==> src/rtl/imem_pkg.sv <==
// Shared definitions for the instruction-memory boot loader.
package imem_pkg;

  localparam int unsigned LEN_W            = 16;
  localparam int unsigned BYTES_PER_WORD   = 4;
  localparam int unsigned MEM_SIZE_DEFAULT = 512;

  // Loader phases: two header bytes, data bytes, one write cycle, then a terminal state.
  typedef enum logic [2:0] {
    StHdr0  = 3'd0,
    StHdr1  = 3'd1,
    StData  = 3'd2,
    StWrite = 3'd3,
    StDone  = 3'd4,
    StErr   = 3'd5
  } state_t;

endpackage

==> src/rtl/byte_word_packer.sv <==
// Packs a little-endian byte stream into 32-bit words: the first byte lands in [7:0].
module byte_word_packer
  import imem_pkg::*;
(
  input  logic        clk,
  input  logic        reset,
  input  logic        clear,
  input  logic        load,
  input  logic [7:0]  byte_in,
  output logic [31:0] word_next,
  output logic        word_full
);

  localparam logic [1:0] CntLast = 2'(BYTES_PER_WORD - 1);

  logic [31:0] word_q;
  logic [1:0]  byte_cnt_q;

  // Word value including the byte being loaded now, so the 4th byte can be written at once.
  always_comb begin
    word_next = {byte_in, word_q[31:8]};
    word_full = (byte_cnt_q == CntLast);
  end

  // Shift register and byte counter; the counter wraps to 0 after the 4th byte.
  always_ff @(posedge clk or posedge reset) begin
    if (reset) begin
      word_q     <= '0;
      byte_cnt_q <= '0;
    end else if (clear) begin
      word_q     <= '0;
      byte_cnt_q <= '0;
    end else if (load) begin
      word_q     <= word_next;
      byte_cnt_q <= byte_cnt_q + 2'd1;
    end
  end

endmodule

==> src/rtl/imem_boot_loader.sv <==
// Boot loader: receives a length-prefixed image, writes it to instruction memory from word 0,
// and holds the CPU until the whole image has been written.
module imem_boot_loader
  import imem_pkg::*;
#(
  parameter int unsigned DATA_WIDTH = 32,
  parameter int unsigned MEM_SIZE   = MEM_SIZE_DEFAULT,
  parameter int unsigned AW         = $clog2(MEM_SIZE)
) (
  input  logic                  clk,
  input  logic                  reset,
  input  logic                  rx_valid,
  input  logic [7:0]            rx_byte,
  output logic                  rx_ready,
  input  logic                  reload,
  output logic                  mem_we,
  output logic [AW-1:0]         mem_waddr,
  output logic [DATA_WIDTH-1:0] mem_wdata,
  output logic                  cpu_hold,
  output logic                  load_done,
  output logic                  load_err
);

  state_t           state_q, state_d;
  logic [LEN_W-1:0] len_q;
  logic [AW-1:0]    word_idx_q;
  logic [LEN_W-1:0] hdr_len;
  logic             hdr_bad;
  logic             last_word;
  logic             xfer;
  logic             pack_load;
  logic             pack_clear;
  logic [31:0]      word_next;
  logic             word_full;

  // Handshake, header check and last-word decode; reload suppresses any byte transfer.
  always_comb begin
    xfer       = rx_valid & rx_ready & ~reload;
    hdr_len    = {rx_byte, len_q[7:0]};
    hdr_bad    = (hdr_len == '0) || (hdr_len > LEN_W'(MEM_SIZE));
    last_word  = (LEN_W'(word_idx_q) == (len_q - LEN_W'(1)));
    pack_load  = xfer && (state_q == StData);
    pack_clear = reload || (xfer && (state_q == StHdr1));
  end

  byte_word_packer u_packer (
    .clk       (clk),
    .reset     (reset),
    .clear     (pack_clear),
    .load      (pack_load),
    .byte_in   (rx_byte),
    .word_next (word_next),
    .word_full (word_full)
  );

  // State register.
  always_ff @(posedge clk or posedge reset) begin
    if (reset) state_q <= StHdr0;
    else       state_q <= state_d;
  end

  // Next-state logic; reload overrides every state.
  always_comb begin
    state_d = state_q;
    if (reload) begin
      state_d = StHdr0;
    end else begin
      case (state_q)
        StHdr0:  if (xfer) state_d = StHdr1;
        StHdr1:  if (xfer) state_d = hdr_bad ? StErr : StData;
        StData:  if (xfer && word_full) state_d = StWrite;
        StWrite: state_d = last_word ? StDone : StData;
        StDone:  state_d = StDone;
        StErr:   state_d = StErr;
        default: state_d = StHdr0;
      endcase
    end
  end

  // rx_ready is decoded from state: only the write cycle stalls the byte stream.
  always_comb begin
    rx_ready = 1'b1;
    case (state_q)
      StWrite: rx_ready = 1'b0;
      default: rx_ready = 1'b1;
    endcase
  end

  // Header length and word address counter.
  always_ff @(posedge clk or posedge reset) begin
    if (reset) begin
      len_q      <= '0;
      word_idx_q <= '0;
    end else if (reload) begin
      len_q      <= '0;
      word_idx_q <= '0;
    end else begin
      if (xfer && (state_q == StHdr0)) len_q[7:0] <= rx_byte;
      if (xfer && (state_q == StHdr1)) begin
        len_q[15:8] <= rx_byte;
        word_idx_q  <= '0;
      end
      if ((state_q == StWrite) && !last_word) word_idx_q <= word_idx_q + AW'(1);
    end
  end

  // Registered outputs, derived from the next state so they line up with the state they describe.
  always_ff @(posedge clk or posedge reset) begin
    if (reset) begin
      mem_we    <= 1'b0;
      mem_waddr <= '0;
      mem_wdata <= '0;
      cpu_hold  <= 1'b1;
      load_done <= 1'b0;
      load_err  <= 1'b0;
    end else begin
      mem_we    <= (state_d == StWrite);
      cpu_hold  <= (state_d != StDone);
      load_done <= (state_d == StDone);
      load_err  <= (state_d == StErr);
      if (reload) begin
        mem_waddr <= '0;
        mem_wdata <= '0;
      end else if (pack_load && word_full) begin
        mem_waddr <= word_idx_q;
        mem_wdata <= DATA_WIDTH'(word_next);
      end
    end
  end

endmodule
==> config.mk <==
export PLATFORM = sky130hd
export DESIGN_NAME = imem_boot_loader
export DESIGN_NICKNAME = d
export VERILOG_FILES = /design/src/rtl/imem_pkg.sv /design/src/rtl/byte_word_packer.sv /design/src/rtl/imem_boot_loader.sv
export SDC_FILE = /design/constraint.sdc
export NUM_CORES = 1
export LEC_CHECK = 0
export CORE_MARGIN = 1
export CORE_UTILIZATION = 55
export CTS_BUF_LIST = sky130_fd_sc_hd__clkbuf_8
export CTS_CLUSTER_SIZE = 10
export DETAILED_ROUTE_END_ITERATION = 8
export GPL_TIMING_DRIVEN = 0
export MAX_ROUTING_LAYER = met4
export PLACE_DENSITY_LB_ADDON = 0.08
export SLEW_MARGIN = 20
export SYNTH_ARGS = -nofsm -noshare
export SYNTH_HDL_FRONTEND = slang
export SYNTH_SLANG_ARGS = --single-unit
==> constraint.sdc <==
create_clock -name clk -period 4.5 [get_ports clk]
set_clock_uncertainty 0.1 [all_clocks]
set_input_delay 0.675 -clock clk [delete_from_list [all_inputs] [get_ports clk]]
set_output_delay 0.675 -clock clk [all_outputs]
set_load 0.02 [all_outputs]
# Word-level counts from Yosys, hierarchy flattened
# Index checks and enable logic that the tools add are counted.
[op_classes]
magnitude_cmp = 1
reduce_logical = 16
bitwise_logic = 3
eq_ne = 11
add_sub_neg = 3
muxes = 22
[op_table]
columns = ["cell", "n"]
rows = [
  ["$mux 32", 4],
  ["$mux 9", 5],
  ["$mux 3", 6],
  ["$pmux 3 s6", 1],
  ["$eq 9x16->1", 1],
  ["$gt 16x10->1 const B", 1],
  ["$logic_not 16->1", 1],
  ["$mux 16", 1],
  ["$mux 8", 2],
  ["$sub 16x1->16 const B", 1],
  ["$eq 3x3->1 const B", 4],
  ["$add 9x1->9 const B", 1],
  ["$eq 3x2->1 const B", 3],
  ["$reduce_bool 2->1", 4],
  ["$logic_and 1x1->1", 6],
  ["$mux 2", 2],
  ["$eq 3x1->1 const B", 1],
  ["$logic_not 3->1", 1],
  ["$ne 3x3->1 const B", 1],
  ["$reduce_bool 3->1", 1],
  ["$add 2x1->2 const B", 1],
  ["$and 1x1->1", 2],
  ["$eq 2x2->1 const B", 1],
  ["$logic_or 1x1->1", 2],
  ["other kinds (3)", 3],
]
[totals]
reg_bits = 107
out_inout_bits = 46
input_bits = 12
word_cells = 68

# Longest topological paths before layout
# Gate-level depths: netlist of the first run.
[depth]
word_depth = 9
mapped_depth = 12
mapped_depth_nobuf = 9

# Cells and area by module
# Synthesis of the first run repeated with hierarchy kept, for this count alone.
[hier_totals]
hier_cells = 498
hier_area_um2 = 4758.3
[modules_own_cells]
columns = ["module", "instances", "seq_area_each_um2", "cells_per_inst", "area_per_inst_um2"]
rows = [
  ["imem_boot_loader", 1, 1828.0, 404, 3607.2],
  ["byte_word_packer", 1, 650.6, 94, 1151.1],
]

# Worst setup path after synthesis of the first run
# OpenSTA, ideal clock, no wires.
[synth_path]
path_type = "reg-to-reg"
startpoint = "register len_q[0]"
endpoint = "register word_idx_q[5]"
n_path_buf = 3
arrival_time_ps = 2857
required_time_ps = 4274
setup_ps = 126
stages_incl_launch_ff = 13
synth_period_minus_slack_ps = 3083
setup_slack_ps = 1417
path_cell_list = "dfrtp_1 -> clkbuf_1 -> inv_1 -> ha_1 -> and2b_1 -> or3_1 -> a311oi_1 -> nand2_1 -> or4_1 -> buf_2 -> and2_4 -> buf_6 -> a221o_1"
[synth_via]
elab_chain_len = 6
elab_cells_between_ends = 7
cone_classes = "add/sub: 1; eq/ne: 1; mux: 2; reduce/logical: 3"
[synth_rtl]
columns = ["element", "line_no", "rtl"]
rows = [
  ["start, declared", "imem_boot_loader.sv:25", "logic [LEN_W-1:0] len_q;"],
  ["start signal, assigned", "imem_boot_loader.sv:98", "if (xfer && (state_q == StHdr0)) len_q[7:0] <= rx_byte;"],
  ["$sub 16x1->16 (*)", "imem_boot_loader.sv:41", "last_word = (LEN_W'(word_idx_q) == (len_q - LEN_W'(1)));"],
  ["$eq 9x16->1 (*)", "imem_boot_loader.sv:41", ""],
  ["$logic_not 1->1 (*)", "imem_boot_loader.sv:103", "if ((state_q == StWrite) && !last_word) word_idx_q <= word_idx_q + AW'(1);"],
  ["$logic_and 1x1->1 (*)", "imem_boot_loader.sv:103", ""],
  ["$mux 9", "imem_boot_loader.sv:103", ""],
  ["$mux 9", "imem_boot_loader.sv:94", "end else if (reload) begin"],
  ["end signal, assigned", "imem_boot_loader.sv:103", ""],
  ["end, declared", "imem_boot_loader.sv:26", "logic [AW-1:0] word_idx_q;"],
]
# Mark *: on every way between the ends. The rest lies on a longest branch, timed or not.
# A chain may end at the register's enable or synchronous reset.

# Worst setup path in the final report of the first run
[layout_path]
startpoint = "register len_q[0]"
endpoint = "register word_idx_q[0]"
# Same word-level chain as after synthesis.

==> results summary, run 1 <==
The floorplan step set the die width to 94.2 µm. The root buffer cell chosen for the clock tree is clkbuf_8. The buffer count from post-CTS setup fixing is 0. The overall via count from detail_route came out at 3974. The die covers 8870 µm². For this block, the initial DRC count from the detailed router was 172.

The unique cell type count in the Yosys netlist is 52. The worst setup path is of the register to register kind. The count of inserted antenna diode cells came out at 0. The pre-CTS setup slack came out at 1110 ps.

The total of buffers placed on input and output ports is 56. The effective utilization at floorplan came out at 0.568. The number of buffers added by the clock tree synthesis step came out at 9. The post-cts hold buffer count came out at 0. The worst setup path is captured at a register.

The final standard cell utilization of the core is 0.683. The post-layout minimum cycle time came out at 3430 ps. The number of nets handed over by synthesis was 528. The average detailed-routed wire length per instance is 16.6 µm. The largest net degree at the start of global routing came out at 58.

The final setup violation count is 0. The remaining routing DRC violations is 0. The slew at the pin closest to its max-slew limit is 619 ps. The clock net in this run drives a total of 99 sinks.

The aggregate global-route resource usage is 0.293. The share of the synthesized area in the top cell type came out at 0.525. The tool flagged a number of max-cap violations equal to 0. The number of warning messages in the yosys log came out at 0. The endpoint arrival time on the critical path came out at 3640 ps. The maximum fanout encountered on the critical timing path came out at 9. The largest voltage drop on the vdd net came out at 0.152 mV. In the synthesized netlist, the cells that appear most often are nand2_1 (163), dfrtp_1 (98), nand3b_1 (40). In this run the remaining antenna-violating nets after routing total 0. The number of global-route vias before repair came out at 3826. The clock transition at the registers of the reported paths is 120 ps.

The maximum clock path buffer count is 2. The number of rows created at floorplan came out at 33. The floorplan step defined a core boundary enclosing 8220 µm². The final weighted congestion of routability-driven global placement is 0.902. The worst setup path is launched from a register. The share of the yosys chip area belonging to registers came out at 0.531. The detailed-placement wirelength estimate came out at 8120 µm. The mean number of vias per cell came out at 5.75. The boundary pin count is 58. The proportion of synthesized flip-flops having asynchronous set or reset came out at 1.00. The number of cells upsized or downsized after cts is 0. The min-delay analysis places its worst path in the category register to register. The final standard cell count with taps included and fillers excluded is 691. The total instance count after detailed placement is 675.

The relative max-transition margin came out at 0.583. The run finished with clean final reports. The pre-antenna-repair detailed-routing pass consisted of 6 iterations. The highest clock rate came out at 291 MHz. The flip-flop and latch count after synthesis came out at 99.

The floorplan step set the die height to 94.2 µm. The total overflow reported by the global router is 0. The number of hold violations in the final report came out at 0. At the end of the flow, the number of nets in the layout was 596. The worst path meets setup with 1070 ps of slack. The biggest area consumer among synthesized cells is dfrtp_1.

The proportion of layout cells with a drive suffix above 1 came out at 0.0512. The average cell area after synthesis is 9.10 µm². The clock tree from TritonCTS is done. The initial antenna violation count is 0. The combined area of all synthesized cells is 4670 µm². The area added between synthesis and finish is 20.1%. CTS built an H-tree with a depth of 3. The number of enable-type register cells in the synthesized netlist came out at 0. Of the available clock period, the critical path in the final layout requires 0.763. Among all flip-flop cells after synthesis, the most frequent one is dfrtp_1.

The clock latency reported for the late side of the worst-skew pair came out at 380 ps. The power consumption is 1.69 mW. The leakage power summed over all cells is 2.55 nW. Yosys instantiated no cell more often than nand2_1. The wire length of the first global-routing pass came out at 19200 µm. Ranked by total cell area, the synthesized netlist is headed by dfrtp_1 (53%), nand2_1 (13%), nand3b_1 (6.4%), a21oi_1 (3.6%), clkbuf_1 (2.3%).

The max-slew violation count is 0. The required time of the critical path is 4710 ps. For this design the ratio of total power to cell area is 301 nW/µm².

Synthesis handed over a netlist of 513 instances. Setup repair after global routing left no endpoint under its margin. The final routed wirelength across all metal layers came out at 11500 µm.
[logic make-up after synthesis]
kind of cell / synth area share
AND/OR/NAND/NOR: 0.289
flip-flops: 0.531
AO/OA/AOI/OAI: 0.106
buffers and inverters: 0.0364
XOR/XNOR: 0.0281
adder cells (fa/ha/maj): 0.00804
multiplexers: 0.00241
[report_power, final]
group | leakage, nW | total (mW) | switching, mW | internal, mW
logic | 1.08 | 0.167 | 0.100 | 0.0673
clock network | 0.103 | 0.612 | 0.341 | 0.271
registers | 1.37 | 0.911 | 0.0125 | 0.899
[cell type report]
class                           instances  area, µm²
Timing Repair Buffer                   57        588
Clock inverter                          7       92.6
Tap cell                              105        131
Multi-Input combinational cell        371       2020
Buffer                                 31        125
Clock buffer                            9        124
Sequential cell                        99       2480
Inverter                               12       50.0
Fill cell                             675       2610
[critical path: stages, from the launching register on]
cell	delay, ps
dfrtp_1	330
clkbuf_1	270
inv_1	120
ha_1	310
and2b_1	190
or3_1	310
a311oi_1	360
nand2_1	90
or4_1	490
buf_2	180
a21oi_2	380
mux2_2	240
[flip-flops by register name, indices dropped and copies added (netlist names)]
register / flops
load_done: 1
mem_we: 1
u_packer.byte_cnt_q: 2
word_idx_q: 9
u_packer.word_q: 24
state_q: 3
load_err: 1
mem_waddr: 9
cpu_hold: 1
len_q: 16
mem_wdata: 32
[final timing paths]
| kind | endpoint | slack (ps) | cells after the start | from |
|---|---|---|---|---|
| max in group asynchronous | cpu_hold | 3050 | 3 | reset |
| max | word_idx_q[0] | 1070 | 11 | len_q[0] |
| min reg2reg | mem_wdata[4] | 380 | 2 | u_packer.word_q[12] |
| min | mem_wdata[4] | 380 | 2 | u_packer.word_q[12] |
| min in group asynchronous | mem_wdata[1] | 570 | 2 | reset |
| max reg2reg | word_idx_q[0] | 1070 | 11 | len_q[0] |
[metrics by stage]
| stage | instance area [µm²] | setup TNS, ps | hold slack (ps) |
|---|---|---|---|
| finish | 5610 | 0 | 376 |
| global route | 5610 | 0 | 405 |
| CTS | 5610 | 0 | 384 |
| detailed placement | 5400 | 0 | 366 |
| global placement | 5360 | -27080 | 357 |
| floorplan | 4670 | 0 | 339 |
[per-layer routing]
metal,global-route usage,wire length [µm],vias to the layer above,part of all wire
met5,-,0,-,0
met4,0.0859,149,0,0.013
met3,0.0494,607,16,0.053
met2,0.437,5250,127,0.46
met1,0.414,5480,1961,0.48
li1,-,-,1870,-
[cells in the final DEF, fill, tap and decap left out, drive strengths merged, types with 4 or more instances in the layout]
master         netlist  final
nand2b               7      7
xnor2               11     11
clkbuf              28     37
nor4                 4      4
nor2b                5      5
buf                  3      4
nand3                4      4
a21oi               35     35
xor2                 4      4
nor3                 7      7
nand2              163    163
dfrtp               98     98
o21ai               16     16
a22o                 4      4
inv                 12     15
a221o                5      5
clkdlybuf4s50        0     56
nand3b              40     40
or4                  4      4
nor2                12     12
Power figures use the tool's default switching activity.
==> run 2: changes to the inputs <==
- CORE_UTILIZATION: 55 -> 52
- clock period: 4.5 -> 2.98 ns (I/O delays scaled with it)
==> results summary, run 2 (synthesis gave the netlist of run 1 again) <==
Setup repair after global routing could not meet its margin everywhere. The run finished with clean final reports. The relative max-transition margin came out at 0.510. The power consumption is 2.59 mW. The routed design could run at a clock period as short as 2970 ps. The master of the slowest instance on the critical path is or4_4. In this run the power density over the cells is 445 nW/µm². The clock latency reported for the late side of the worst-skew pair came out at 360 ps. TritonCTS built the clock tree. The largest single stage delay on the critical path is 590 ps.

Summing over every cut layer, the via total after detailed routing is 4099. The switching power summed over all nets came out at 0.691 mW. The number of buffers added by the clock tree synthesis step is 9.

The total overflow reported by the global router came out at 0. The area of the die is 9370 µm². Walking the worst path, the cells encountered are or4_4 > buf_4 > nor3_2 > xnor2_1 > o2111ai_1 > or4_4 > buf_6 > and2_4 > a221o_1. The initialized floorplan defines 34 standard-cell rows. In this run the number of H-tree levels came out at 3. The worst setup path is of the register to register kind. The effective utilization at floorplan came out at 0.536. The clock transition at the registers of the reported paths came out at 110 ps.

The internal power consumption is 1.90 mW. The number of global-route vias before repair came to 3979. The detail route stage leaves a number of antenna-violating nets equal to 0. In this run the standard cell core region covers 8720 µm². Pin placement for this block handled 58 I/O pins. The required time of the critical path came out at 3130 ps. The slew at the pin closest to its max-slew limit is 735 ps. The remaining routing DRC violations is 0. Across the VDD grid, the largest voltage drop is 0.286 mV. The detailed-placement wirelength estimate is 8320 µm.

The count of inserted antenna diode cells is 0. Setup violations remaining at the end of the flow were counted as 0. STA classifies the critical path startpoint as a register. The area added between synthesis and finish came out at 24.8%. The share of total power dissipated in combinational logic is 0.122. The max-slew violation count is 0. In this run the worst hold path is classified as primary input to async pin.

The mean number of vias per cell came out at 5.80. The largest net degree at the start of global routing came out at 31. The endpoint arrival time on the critical path is 3120 ps. Wires add up to 11800 µm.

The die height came out at 96.8 µm. The share of total power dissipated in the clock network is 0.347. The total of buffers placed on input and output ports is 56. The max-capacitance violation count came out at 0. The highest clock rate came out at 337 MHz.

The analysis attributes to cell leakage a power of 2.65 nW. The most common library cell in the layout ignoring fill and taps is nand2_1. The tightest hold path in the finished design has a slack of 353 ps. The first-pass iteration count of the detailed router came out at 6.

The flip-flop count of the largest register after layout came out at 32. The part of the power in registers is 0.531. In the final layout, the share of cells above drive strength 1 is 0.102. The cell that appears most often on the critical path is or4_4. The largest registers in the layout are mem_wdata (32), u_packer.word_q (24), len_q (16).

Ranked by flip-flop count, first place goes to mem_wdata. The final standard cell utilization of the core came out at 0.668. The average detailed-routed wire length per instance is 16.7 µm. The maximum clock path buffer count came out at 2. STA classifies the critical path endpoint as a register. The root buffer cell chosen for the clock tree is clkbuf_8.

The tree built by TritonCTS fans out to 99 sinks. The switching part of the total power is 0.267. The library cells used most frequently in the layout, excluding fill and tap cells, are nand2_1 (163), dfrtp_1 (93), clkdlybuf4s50_1 (56). The horizontal extent of the die is 96.8 µm.

The internal reg-to-reg setup slack came out at 10 ps. The iteration-0 DRC count of the detailed router came out at 310. At the end of routability-driven placement, the weighted congestion stood at 0.904. The final cycle utilization of the critical path came out at 0.996.

The maximum fanout encountered on the critical timing path is 8. The initial antenna violation count came to 0. The number of hold violations in the final report came out at 0.

The first global-routing pass estimated 19900 µm of wire. The aggregate global-route resource usage came out at 0.275. The total number of nets in the final design came out at 609.
run 2: changes by cell type in the layout (fill, tap and decap cells not counted), sizes merged:
| cell | delta |
|---|---|
| buf | +13 |
| clkbuf | -1 |
| a21oi | +1 |
| clkinv | +1 |
| clkinvlp | -1 |
run 2: critical path: cells and delay by family (launching register included):
family                 cells  cell delay, ps
AO/OA/AOI/OAI              2             440
XOR/XNOR                   1             190
buffers and inverters      2             310
flip-flops                 1             460
AND/OR/NAND/NOR            4            1370
run 2: power groups by stage:
stage	sequential (mW)	combinational [mW]	clock (mW)
after floorplan	1.40	0.177	0
after global placement	1.40	0.241	0
after detailed placement	1.40	0.261	0
after CTS	1.37	0.290	0.915
after global routing	1.38	0.344	0.970
final	1.38	0.316	0.900
run 2: metal layers:
| layer | global-route usage | share of wire |
|---|---|---|
| met5 | - | 0 |
| met4 | 0.107 | 0.023 |
| met3 | 0.0491 | 0.056 |
| met2 | 0.397 | 0.45 |
| met1 | 0.388 | 0.48 |
run 2: repair_timing:
action / 4_1_cts / 5_1_grt
resized for setup: 12 / 13
pin swaps: 6 / 5
setup endpoints to repair: 9 / 24
hold buffers: 0 / 0
hold endpoints to repair: 0 / 0
setup buffers: 7 / 4
cloned: 0 / 2
run 2: through the flow:
step                      instance area, µm²  cells  setup TNS [ps]  setup slack (ps)
after floorplan                         4680    513               0              7.60
after global placement                  5380    677           -1610              -161
after detailed placement                5450    680           -1810              -172
after CTS                               5740    702               0              18.3
after global routing                    5830    707            -358             -56.9
final                                   5830    707               0              12.9
run 2: layout make-up:
cell class,instances,area (µm²)
buffer,29,118
clock buffer,9,124
clock inverter,7,82.6
fill,730,2890
inverter,12,51.3
multi-input combinational,372,2120
sequential,99,2480
tap,108,135
timing repair buffer,71,716
run 2: worst paths after layout:
check,end,cells past startpoint,start
worst max-delay path,word_idx_q[6],9,len_q[2]
worst min-delay path,mem_we,2,reset
worst max register to register,word_idx_q[6],9,len_q[2]
worst min register to register,mem_wdata[2],2,u_packer.word_q[10]
max in group asynchronous,cpu_hold,5,reset
min in group clk,mem_wdata[2],2,u_packer.word_q[10]
